===== src/rtl/regfile_pkg.sv =====
// Shared register-file definitions used by the writeback arbiter and its users.
//   REG_ADDR_W / REG_DATA_W / NUM_REGS : register file geometry
//   wb_req_e                            : writeback requester indices
//   reg_addr_t                          : register address type
package regfile_pkg;

  localparam int REG_ADDR_W = 5;
  localparam int REG_DATA_W = 32;
  localparam int NUM_REGS   = 32;
  localparam int NUM_WB_REQ = 3;

  typedef enum logic [1:0] {
    REQ_ALU    = 2'd0,
    REQ_LOAD   = 2'd1,
    REQ_MULDIV = 2'd2
  } wb_req_e;

  typedef logic [REG_ADDR_W-1:0] reg_addr_t;

endpackage


===== src/rtl/regfile_wb_arbiter_chk.sv =====
// Protocol checker for the busy scoreboard.
//   Flags issue logic allocating a destination that still has a write outstanding.
//   A register being retired by the output stage in the same cycle may be
//   re-allocated immediately, since the set takes priority over the clear.
module regfile_wb_arbiter_chk #(
  parameter int ADDR_W   = 5,
  parameter int NUM_REGS = 32
) (
  input logic                clk,
  input logic                rst,
  input logic                mark_valid,
  input logic [ADDR_W-1:0]   mark_addr,
  input logic                reg_write,
  input logic [ADDR_W-1:0]   write_reg,
  input logic [NUM_REGS-1:0] busy
);

  // Marking a busy register is an issue-logic bug unless it is retiring now.
  mark_busy_reg_a : assert property (@(posedge clk) disable iff (!rst)
    (mark_valid && (mark_addr != '0)) |->
      (!busy[mark_addr] || (reg_write && (write_reg == mark_addr))))
    else $error("mark of busy register r%0d", mark_addr);

endmodule


===== src/rtl/regfile_wb_arbiter_rr_arbiter.sv =====
// Combinational round-robin arbiter, reusable for any shared port.
//   req   : request vector, one bit per requester
//   ptr   : highest-priority index this cycle (search wraps modulo N)
//   grant : one-hot grant, or zero when no request is present
module rr_arbiter #(
  parameter int N     = 3,
  parameter int PTR_W = (N > 1) ? $clog2(N) : 1
) (
  input  logic [N-1:0]     req,
  input  logic [PTR_W-1:0] ptr,
  output logic [N-1:0]     grant
);

  int               sum_s;
  logic [PTR_W-1:0] idx_s;
  logic             found_s;

  // Walk requesters starting at ptr; the first one asserting req wins.
  always_comb begin
    grant   = '0;
    found_s = 1'b0;
    sum_s   = 0;
    idx_s   = '0;
    for (int k = 0; k < N; k++) begin
      sum_s = int'(ptr) + k;
      if (sum_s >= N) begin
        sum_s = sum_s - N;
      end else begin
        sum_s = sum_s;
      end
      idx_s = sum_s[PTR_W-1:0];
      if (!found_s && req[idx_s]) begin
        grant[idx_s] = 1'b1;
        found_s      = 1'b1;
      end else begin
        found_s = found_s;
      end
    end
  end

endmodule


===== src/rtl/regfile_wb_arbiter.sv =====
// Register-file writeback arbiter with busy scoreboard.
//   clk, rst              : clock and synchronous active-low reset
//   req_valid/ready/addr/data : NREQ writeback producers (valid/ready handshake)
//   mark_valid/mark_addr  : issue logic allocating a destination register
//   RegWrite/Write_reg/Write_data : registered regfile write port (latency 1)
//   busy                  : per-register outstanding-write scoreboard, bit 0 always 0
module regfile_wb_arbiter
  import regfile_pkg::*;
#(
  parameter int NREQ     = NUM_WB_REQ,
  parameter int ADDR_W   = REG_ADDR_W,
  parameter int DATA_W   = REG_DATA_W,
  parameter int NUM_REGS = regfile_pkg::NUM_REGS
) (
  input  logic                   clk,
  input  logic                   rst,
  input  logic [NREQ-1:0]        req_valid,
  output logic [NREQ-1:0]        req_ready,
  input  logic [NREQ*ADDR_W-1:0] req_addr,
  input  logic [NREQ*DATA_W-1:0] req_data,
  input  logic                   mark_valid,
  input  logic [ADDR_W-1:0]      mark_addr,
  output logic                   RegWrite,
  output logic [ADDR_W-1:0]      Write_reg,
  output logic [DATA_W-1:0]      Write_data,
  output logic [NUM_REGS-1:0]    busy
);

  localparam int PTR_W = (NREQ > 1) ? $clog2(NREQ) : 1;

  logic [PTR_W-1:0]    ptr_r;
  logic [PTR_W-1:0]    ptr_next_s;
  logic [PTR_W-1:0]    gnt_idx_s;
  logic [NREQ-1:0]     grant_s;
  logic [NREQ-1:0]     xfer_s;
  logic                xfer_any_s;
  logic [ADDR_W-1:0]   sel_addr_s;
  logic [DATA_W-1:0]   sel_data_s;
  logic [NUM_REGS-1:0] busy_next_s;

  rr_arbiter #(
    .N     (NREQ),
    .PTR_W (PTR_W)
  ) u_arb (
    .req   (req_valid),
    .ptr   (ptr_r),
    .grant (grant_s)
  );

  // Grants are suppressed during reset so nothing is accepted and then lost silently.
  assign req_ready  = rst ? grant_s : '0;
  assign xfer_s     = req_valid & req_ready;
  assign xfer_any_s = |xfer_s;

  // Mux the winning requester's address/data and remember its index.
  always_comb begin
    gnt_idx_s  = '0;
    sel_addr_s = '0;
    sel_data_s = '0;
    for (int i = 0; i < NREQ; i++) begin
      if (xfer_s[i]) begin
        gnt_idx_s  = PTR_W'(i);
        sel_addr_s = req_addr[i*ADDR_W +: ADDR_W];
        sel_data_s = req_data[i*DATA_W +: DATA_W];
      end else begin
        gnt_idx_s = gnt_idx_s;
      end
    end
  end

  // Priority moves to the requester just after the one that won.
  always_comb begin
    if (gnt_idx_s == PTR_W'(NREQ - 1)) begin
      ptr_next_s = '0;
    end else begin
      ptr_next_s = gnt_idx_s + PTR_W'(1);
    end
  end

  // Scoreboard update: clear on retire, then set on allocation so set wins.
  always_comb begin
    busy_next_s = busy;
    if (RegWrite) begin
      busy_next_s[Write_reg] = 1'b0;
    end else begin
      busy_next_s = busy_next_s;
    end
    if (mark_valid && (mark_addr != '0)) begin
      busy_next_s[mark_addr] = 1'b1;
    end else begin
      busy_next_s = busy_next_s;
    end
    busy_next_s[0] = 1'b0;
  end

  // Pointer, output stage and scoreboard registers.
  always_ff @(posedge clk) begin
    if (!rst) begin
      ptr_r      <= '0;
      RegWrite   <= 1'b0;
      Write_reg  <= '0;
      Write_data <= '0;
      busy       <= '0;
    end else begin
      if (xfer_any_s) begin
        ptr_r <= ptr_next_s;
      end
      // A write to r0 completes its handshake but never reaches the regfile.
      RegWrite <= xfer_any_s && (sel_addr_s != '0);
      if (xfer_any_s && (sel_addr_s != '0)) begin
        Write_reg  <= sel_addr_s;
        Write_data <= sel_data_s;
      end
      busy <= busy_next_s;
    end
  end

  regfile_wb_arbiter_chk #(
    .ADDR_W   (ADDR_W),
    .NUM_REGS (NUM_REGS)
  ) u_chk (
    .clk        (clk),
    .rst        (rst),
    .mark_valid (mark_valid),
    .mark_addr  (mark_addr),
    .reg_write  (RegWrite),
    .write_reg  (Write_reg),
    .busy       (busy)
  );

endmodule


===== config.mk =====
export PLATFORM = sky130hd
export DESIGN_NAME = regfile_wb_arbiter
export DESIGN_NICKNAME = d
export VERILOG_FILES = /design/src/rtl/regfile_pkg.sv /design/src/rtl/regfile_wb_arbiter_chk.sv /design/src/rtl/regfile_wb_arbiter_rr_arbiter.sv /design/src/rtl/regfile_wb_arbiter.sv
export SDC_FILE = /design/constraint.sdc
export NUM_CORES = 1
export LEC_CHECK = 0
export BUFFER_PORTS_ARGS = -buffer_cell sky130_fd_sc_hd__buf_2
export CORE_UTILIZATION = 40
export CTS_BUF_LIST = sky130_fd_sc_hd__clkbuf_16
export DETAILED_ROUTE_END_ITERATION = 7
export PLACE_DENSITY = 0.73
export SYNTH_ARGS = -nofsm -noshare
export SYNTH_HDL_FRONTEND = slang
export SYNTH_HIERARCHICAL = 1
export SYNTH_SLANG_ARGS = --single-unit

===== constraint.sdc =====
create_clock -name clk -period 9 [get_ports clk]
set_clock_uncertainty 0.05 [all_clocks]
set_input_delay 0.45 -clock clk [delete_from_list [all_inputs] [get_ports clk]]
set_output_delay 0.45 -clock clk [all_outputs]
set_load 0.1 [all_outputs]

==> results_dict.tcl <==
set metrics [dict create \
    yosysTopAreaCellShare 0.407 \
    r2r_setup_slack_ns 3.95 \
    drc 0 \
    yosysUniqueCellTypes 42 \
    cts_tree "built" \
    worstHoldPathType "in -> reg" \
    fmax_ghz 0.198 \
    stdcell_count 682 \
    synthTopCellsByCount "dfxtp_1, nand2_1, a21oi_1" \
    drive_above_1_share 0.380 \
    clock_insertion_delay_worst_skew_ns 0.32 \
    report.power.total_mw 1.13 \
    placed_area_um2 4440 \
    dp.cells 665 \
    io_pins 195 \
    yosys.area.top_type "dfxtp_1" \
    routed_wl_mm 11.9 \
    clk_pin_slew_ns 0.06 \
    seqPwrFrac 0.327 \
    outcome "finished, final reports clean" \
    startpoint_type "register" \
    path_buf_inv 2 \
    grt_pass1_vias 3672 \
    worstPathCellList "inv_1 -> ha_1 -> a22oi_1 -> o22ai_1 -> a21oi_2 -> a22o_1 -> a22oi_1 -> nor2b_2 -> buf_4 -> a221o_1 -> or3_1 -> or2_1 -> a21oi_1" \
    synth.yosys.seq_area_share 0.407 \
    grt_pass1_wl_mm 18.2 \
    clock_sinks 71 \
    slew_headroom 0.124 \
    largest_reg_flops 32 \
    crit_path_start "ptr_r[0]" \
    final_net_count 697 \
    hold_violations 0 \
    core_um2 8340 \
    vias 3993 \
    post_cts_resized 0 \
    io_buffers 193 \
    wl_per_cell_um 17.5 \
    post-cts-setup-buffers 0 \
    dp_slack_ns 4.02 \
    tns_ns 0 \
    grt_max_degree 77 \
    finalCritPeriodShare 0.561 \
    ir_drop_uv 148 \
    p_leak_nw 2.13 \
    synthArstFlopShare 0 \
    ant_nets 0 \
    synth_edf_count 0 \
    reg2reg_from "ptr_r[0]" \
    gp_congestion 0.849 \
    powerDensity_nw_per_um2 240 \
    fin_util 0.566 \
    cp.arrival_ns 5.16 \
    fp-row-count 33 \
    cp_top_family "simple AND/OR/NAND/NOR gates" \
    max_cap_viol_count 0 \
    crit_path_end_kind "register" \
    cpMostUsedCell "a22oi_1" \
    routed_via_density 5.85 \
    design_area_um2 4720 \
    synth.area.top_cells "dfxtp_1, a222oi_1, o31ai_1" \
    yosysMostFrequentCell "dfxtp_1" \
    die_w_um 95.4 \
    syn_nets 526 \
    netSwitchingFraction 0.452 \
    worstPathRequired_ns 9.11 \
    max_stage_delay_ns 1.01 \
    dieArea_um2 9100 \
    dp_hpwl_mm 8.44 \
    tritoncts.num_buffers 9 \
    crit_path_top_delay_cell "or3_1" \
    ys.flop_type "dfxtp_1" \
    netlist_area_um2 3490 \
    netlist_instances 400 \
    drt_iter0_drc 274 \
    grt_antenna_before_repair 0 \
    rsz0062_at_grt "no" \
    cp_max_fo 37 \
    fin_ws_ns 3.95 \
    fill_cells 793 \
    dr.pass1.iters 5 \
    holdBufCountCts 0 \
    worst-slew-pin-transition_ns 1.31 \
    yosysWarnings 6 \
    syn_avg_cell_area_um2 8.73 \
    die_h_um 95.4 \
    p_switching_mw 0.512 \
    area_delta_synth_final_pct 35.1 \
    period_minus_slack_ns 5.05 \
    grt_overflow_total 0 \
    clkPwrFrac 0.283 \
    cts_max_level 3 \
    intPower_mw 0.621 \
    maxSlewViolCount 0 \
    setup_viol 0 \
    hold_ws_ns 0.363 \
    grt_usage 0.258 \
    comb_power_share 0.390 \
    min_from "req_data[2]" \
    path_class "reg -> reg" \
    clockBufferDepth 2 \
    yosys_register_bits 71 \
    start_util 0.419 \
    root_buffer "clkbuf_16" \
]
worst register-to-register path, stage by stage (launching register included):
cell and delay (ns):
dfxtp_1 0.37, inv_1 0.08, ha_1 0.39, a22oi_1 0.13, o22ai_1 0.23, a21oi_2 0.07, a22o_1 0.28, a22oi_1 0.26
nor2b_2 0.19, buf_4 0.37, a221o_1 0.29, or3_1 1.01, or2_1 0.98, a21oi_1 0.17
routing by layer:
layer | track usage | routed length [µm] | up-vias
met5 | 0 | 0 | -
met2 | 0.420 | 5750 | 202
met1 | 0.319 | 4850 | 1879
met3 | 0.0750 | 1020 | 27
li1 | - | - | 1885
met4 | 0.102 | 301 | 0
cells by family (layout without fill, tap and decap cells):
kind of cell / count (synthesis) / count (layout) / synth area share
adders and majority gates: 4 / 4 / 0.0143
DFF: 71 / 71 / 0.407
AOI/OAI and AO/OA: 185 / 185 / 0.379
and+or+nand+nor: 89 / 89 / 0.128
buffers and inverters: 48 / 224 / 0.0642
muxes: 2 / 2 / 0.00573
other: 1 / 2 / 0.00107
layout by cell type, fill, tap and decap left out, types with 2 or more instances in the layout:
cell,instances
a21boi_0,31
a21oi_1,35
a221o_1,7
a222oi_1,32
a22o_1,2
a22oi_1,2
and2_1,8
and3_1,3
and3b_1,2
buf_2,193
buf_4,4
clkbuf_16,9
clkinv_2,2
clkinvlp_4,4
dfxtp_1,71
ha_1,4
inv_1,10
mux2i_1,2
nand2_1,37
nand2b_1,2
nand3_1,11
nor2_1,5
nor2b_1,2
nor3_1,3
nor3b_1,4
nor4_1,3
o21a_1,4
o21ai_0,31
o22ai_1,3
o31ai_1,33
or2_1,2
or3_1,3
worst paths after layout:
check,endpoint,cells past startpoint
worst max register to register,Write_data[14],13
worst min register to register,busy[23],2
worst min-delay path,Write_data[2],3
worst max-delay path,Write_data[14],13
final cells by class:
class,count,area (µm²),area share
diodes,1,2.50,0.000531
clock buffers,9,225,0.0477
clock inverters,7,48.8,0.0103
inverters,11,41.3,0.00875
multi-input cells,281,1850,0.392
flip-flops and latches,71,1420,0.301
well taps,105,131,0.0279
repair buffers,197,996,0.211
power groups by stage:
stage / registers (mW) / clock network, mW / logic, mW
floorplan: 0.609 / 0 / 0.121
global placement: 0.375 / 0 / 0.435
detailed placement: 0.375 / 0 / 0.441
CTS: 0.370 / 0.327 / 0.441
global route: 0.374 / 0.342 / 0.461
finish: 0.370 / 0.320 / 0.442
Note: power is estimated with default switching activity, not from simulation.
